--- src/rtl/cpu_phase_gen.sv ---
// Purpose : MC6809 E/Q quadrature clock and CPU reset sequencer, gated on PLL lock.
// Latency : LOCKED edge reaches the phase state 3 CLK later; levels and strobes are registered.
// Backpressure: STRETCH freezes the last E-high quarter slot for as long as it is held.
//
// Ports:
//   CLK, RESET_N          PLL output clock; asynchronous active-low reset
//   LOCKED                PLL lock flag (asynchronous, double-flop synchronized)
//   STRETCH               holds E high while asserted in the last E-high slot
//   E, Q                  registered bus clock levels (Q leads E by a quarter)
//   E_RISE..Q_FALL        one-CLK strobes, high in the first cycle a new level shows
//   CPU_RESET_N, READY    CPU reset release and "phases running, CPU out of reset"
module cpu_phase_gen #(
    parameter int DIV      = 4,
    parameter int RST_HOLD = 16
) (
    input  logic CLK,
    input  logic RESET_N,
    input  logic LOCKED,
    input  logic STRETCH,
    output logic E,
    output logic Q,
    output logic E_RISE,
    output logic E_FALL,
    output logic Q_RISE,
    output logic Q_FALL,
    output logic CPU_RESET_N,
    output logic READY
);

    localparam int QW = (DIV > 1) ? $clog2(DIV) : 1;
    localparam logic [QW-1:0] QLAST    = QW'(DIV - 1);
    localparam logic [16:0]   HOLD_END = 17'(RST_HOLD);

    typedef enum logic [1:0] {
        ST_IDLE = 2'd0,
        ST_HOLD = 2'd1,
        ST_RUN  = 2'd2
    } state_t;

    logic          lock_meta;
    logic          lock_sync;
    state_t        state, state_n;
    logic [QW-1:0] qcnt, qcnt_n;
    logic [1:0]    ph, ph_n;
    logic [15:0]   hold_cnt, hold_n;
    logic          e_n, q_n;
    logic          e_rise_n, e_fall_n, q_rise_n, q_fall_n;
    logic          cpu_reset_n_n, ready_n;

    always_comb begin
        state_n       = state;
        qcnt_n        = qcnt;
        ph_n          = ph;
        hold_n        = hold_cnt;
        e_n           = 1'b0;
        q_n           = 1'b0;
        e_rise_n      = 1'b0;
        e_fall_n      = 1'b0;
        q_rise_n      = 1'b0;
        q_fall_n      = 1'b0;
        cpu_reset_n_n = 1'b0;
        ready_n       = 1'b0;

        case (state)
            ST_IDLE: begin
                if (lock_sync) begin
                    state_n = ST_HOLD;
                    qcnt_n  = '0;
                    ph_n    = 2'd0;
                    hold_n  = '0;
                end
            end
            ST_HOLD, ST_RUN: begin
                if (!lock_sync) begin
                    // Lock lost: drop everything silently, the forced drop is not an edge.
                    state_n = ST_IDLE;
                    qcnt_n  = '0;
                    ph_n    = 2'd0;
                end else begin
                    if (qcnt == QLAST) begin
                        // Stretch only freezes the final E-high slot; everything else advances.
                        if (!(ph == 2'd3 && STRETCH)) begin
                            qcnt_n = '0;
                            ph_n   = ph + 2'd1;
                            if (ph == 2'd3 && state == ST_HOLD) begin
                                hold_n = hold_cnt + 16'd1;
                                if (({1'b0, hold_cnt} + 17'd1) == HOLD_END) begin
                                    state_n = ST_RUN;
                                end
                            end
                        end
                    end else begin
                        qcnt_n = qcnt + 1'b1;
                    end

                    // ph 0..3 -> E = 0,0,1,1 and Q = 0,1,1,0
                    e_n      = ph_n[1];
                    q_n      = ph_n[1] ^ ph_n[0];
                    e_rise_n = e_n & ~E;
                    e_fall_n = ~e_n & E;
                    q_rise_n = q_n & ~Q;
                    q_fall_n = ~q_n & Q;

                    cpu_reset_n_n = (state_n == ST_RUN);
                    ready_n       = (state_n == ST_RUN);
                end
            end
            default: begin
                state_n = ST_IDLE;
                qcnt_n  = '0;
                ph_n    = 2'd0;
            end
        endcase
    end

    always_ff @(posedge CLK or negedge RESET_N) begin
        if (!RESET_N) begin
            lock_meta   <= 1'b0;
            lock_sync   <= 1'b0;
            state       <= ST_IDLE;
            qcnt        <= '0;
            ph          <= 2'd0;
            hold_cnt    <= '0;
            E           <= 1'b0;
            Q           <= 1'b0;
            E_RISE      <= 1'b0;
            E_FALL      <= 1'b0;
            Q_RISE      <= 1'b0;
            Q_FALL      <= 1'b0;
            CPU_RESET_N <= 1'b0;
            READY       <= 1'b0;
        end else begin
            lock_meta   <= LOCKED;
            lock_sync   <= lock_meta;
            state       <= state_n;
            qcnt        <= qcnt_n;
            ph          <= ph_n;
            hold_cnt    <= hold_n;
            E           <= e_n;
            Q           <= q_n;
            E_RISE      <= e_rise_n;
            E_FALL      <= e_fall_n;
            Q_RISE      <= q_rise_n;
            Q_FALL      <= q_fall_n;
            CPU_RESET_N <= cpu_reset_n_n;
            READY       <= ready_n;
        end
    end

endmodule

--- config.mk ---
export PLATFORM = sky130hd
export DESIGN_NAME = cpu_phase_gen
export DESIGN_NICKNAME = d
export VERILOG_FILES = /design/src/rtl/cpu_phase_gen.sv
export SDC_FILE = /design/constraint.sdc
export NUM_CORES = 1
export LEC_CHECK = 0
export BUFFER_PORTS_ARGS = -buffer_cell sky130_fd_sc_hd__buf_2
export CELL_PAD_IN_SITES_DETAIL_PLACEMENT = 1
export CELL_PAD_IN_SITES_GLOBAL_PLACEMENT = 2
export CORE_AREA = 2 2 64 90
export DETAILED_ROUTE_END_ITERATION = 10
export DIE_AREA = 0 0 66 92
export MAX_ROUTING_LAYER = met4
export PLACE_DENSITY = 0.8
export SYNTH_ARGS = -nofsm -noshare
export SYNTH_HDL_FRONTEND = slang
export SYNTH_SLANG_ARGS = --single-unit
--- constraint.sdc ---
create_clock -name CLK -period 2.3 [get_ports CLK]
set_clock_uncertainty 0.15 [all_clocks]
set_input_delay 0.345 -clock CLK [delete_from_list [all_inputs] [get_ports CLK]]
set_output_delay 0.345 -clock CLK [all_outputs]
set_load 0.02 [all_outputs]
==> key figures <==
Die
  – Die Span X: 66 um
  – I/O pins: 12
  – Die area: 6070 um2
  – Initial core utilization: 0.321
  – Core Region: 5370 um2
  – Num rows: 32
  – Die Ht: 92 um

Synth
  – Ys Warns: 0
  – Post-synth EDFFs: 0
  – Mapped Area: 1720 um2
  – Yosys cell types: 44
  – Mapped Nets: 197
  – Post-Syn Area per Cell: 9.20 um2
  – Post-synth top flop: dfrtp_1
  – Sequential element share of the synthesized area: 0.451
  – Flops & latches, synth: 31
  – Asr flop ratio synth: 1.00
  – Post-Syn Instances: 187

STA
  – Fmax: 424 MHz
  – Endpoints failing setup: 1
  – Post-route minimum period: 2.36 ns
  – Aggregate negative setup slack: -0.0602 ns
  – Fin. max-slew vios: 0
  – RSZ-0062 raised after global routing: yes
  – Slew at the pin closest to its max-slew limit: 0.703 ns
  – Final Cycle Share: 1.03
  – Worst Slack Setup Final: -0.0602 ns
  – Endpoints failing hold: 0
  – Max-slew headroom: 0.531

Place
  – HPWL after DPL: 3470 um
  – Port bufs: 11
  – Placed inst area: 2130 um2
  – Placed cell count: 294
  – RePlAce Congestion: 0.763

Run status
  – Status: finished with violations
  – Violated checks: setup timing

Drt
  – Post-detailed-route count of antenna-violating nets: 0
  – Starting DRT DRC Count: 24
  – DRC Markers: 0
  – Drt total wl: 4590 um
  – Vias per cell: 5.08
  – Via count: 1,535
  – First drt pass iteration count: 4
  – DR WL/cell: 15.2 um

Setup path
  – Slowest library cell on the worst path: or4b_4
  – Critical path data arrival time: 2.38 ns
  – Worst-path fanout max: 5
  – Worst Setup Path Type: flip-flop to flip-flop
  – WP data required: 2.32 ns
  – Reg-to-Reg Start: hold_cnt[1]
  – Crit-path cells: ha_4 -> and3_4 -> or3_4 -> a21oi_2 -> o2111ai_2 -> or4b_4 -> a22o_1
  – Max incr delay on CP: 0.52 ns
  – CP Launch Type: flip-flop
  – Crit path from: hold_cnt[1]
  – Cell family with most CP delay: simple AND/OR/NAND/NOR gates
  – Worst Setup End Kind: flip-flop
  – Buf/Inv on CP: 0

CTS
  – Total clock sinks: 31
  – CTS max path bufs: 2
  – CTS tree: yes
  – Clock slew at reported path FFs: 0.07 ns
  – Root buf cell: clkbuf_8
  – Clk_lat worst skew: 0.29 ns
  – Total CTS buffers: 5
  – CTS H-tree depth: 2

Cells and area
  – Most common cell after layout, fill and taps aside: buf_4
  – # diodes: 0
  – Area Growth Syn to Fin: 32.4%
  – Final Net Count: 244
  – Share of layout cells above drive strength 1: 0.325
  – Most frequent cells in the layout: buf_4, dfrtp_1, nand2_1
  – FILL cells: 644
  – Final Non-Filler Cells: 302
  – Final Core Density: 0.425
  – Final design instance area without fill: 2280 um2

GRT
  – Largest net degree at the start of global routing: 32
  – Total global routing overflow: 0
  – Vias in the first global route: 1,613
  – Tot GR Track Use: 0.173
  – Initial antenna violation count: 0
  – Global-route wire length before repair: 7820 um

Hold path
  – Min-delay src: LOCKED
  – HP Class: primary input to flip-flop

Run
  – Max-Cap Viols: 0

Pwr
  – LEAKAGE: 0.00107 uW
  – Pwr/cell area: 593 nW/um2
  – Max IR drop VDD: 0.245 mV
==> repair_timing <==
item                                    CTS  global route
pin swaps                                 3             1
hold buffers                              1             0
resized for setup                         5             8
gates cloned                              0             0
buffers inserted                          0             0
endpoints found under the hold margin    16             0
endpoints found under the setup margin    3             3
==> synthesized netlist by cell type, types with 4 or more instances <==
master    count  area (um2)
a21oi_1       6        30.0
xnor2_1       5        43.8
ha_1          6        75.1
o21ai_0      25         125
nor3_1        6        30.0
nand3_1      11        55.1
dfrtp_1      31         776
nand2_1      27         101
o31ai_1       5        37.5
clkbuf_1      6        22.5
nand4_1       4        25.0
nor2_1       12        45.0
xor2_1        4        35.0
==> routing by layer <==
metal	GRT usage	wire length, um	vias to the layer above	part of all wire
met1	0.190	1880	758	0.41
met4	0.0510	65	0	0.014
li1	-	-	761	-
met2	0.314	2570	11	0.56
met3	0.0294	80	5	0.017
met5	-	0	-	0
==> registers in the layout, summed over array words and instances, names as in the netlist <==
| register | flops |
|---|---|
| hold_cnt | 16 |
| ph | 2 |
| qcnt | 2 |
| state | 2 |
| E | 1 |
| E_FALL | 1 |
| E_RISE | 1 |
| Q | 1 |
| Q_FALL | 1 |
| Q_RISE | 1 |
| READY | 1 |
| lock_meta | 1 |
| lock_sync | 1 |
==> logic make-up after synthesis <==
kind of cell,after synthesis,share of synthesized area
DFF,31,0.451
adders and majority gates,6,0.0436
AOI/OAI and AO/OA,47,0.162
xor gates and xnor gates,9,0.0458
muxes,2,0.0124
buffers and inverters,12,0.0378
and+or+nand+nor,80,0.247
==> worst paths after layout <==
kind                                to  slack [ns]  cells past startpoint
setup / recovery              state[0]       -0.06                      7
hold / removal               lock_meta        0.02                      1
setup reg to reg              state[0]       -0.06                      7
hold reg to reg              lock_sync        0.19                      0
max in group asynchronous  hold_cnt[3]        0.99                      2
min in group asynchronous        READY        0.49                      2
==> report_power, final <==
part | switching (uW) | total, uW | leakage, uW | internal, uW
registers | 38.8 | 622 | 0.000417 | 584
logic | 163 | 287 | 0.000609 | 123
clock network | 207 | 442 | 0.0000470 | 235
==> metrics by stage <==
stage / hold WS, ns / setup WS (ns) / total power, uW
6_report: 0.0217 / -0.0602 / 1350
5_1_grt: 0.0165 / -0.134 / 1430
4_1_cts: 0.0168 / -0.0492 / 1380
3_5_place_dp: 0.186 / -0.107 / 926
3_3_place_gp: 0.184 / -0.0414 / 913
2_1_floorplan: -0.101 / 0.00254 / 807
==> layout make-up <==
class                      instances  area (um2)  share of cell area
sequential                        31         781               0.343
clock buffer                       6        82.6              0.0362
clock inverter                     1        5.00             0.00220
tap                               68        85.1              0.0373
multi-input combinational        144         951               0.417
inverter                           2        7.51             0.00329
timing repair buffer              50         367               0.161
No activity file was read; power rests on OpenSTA's default activity.
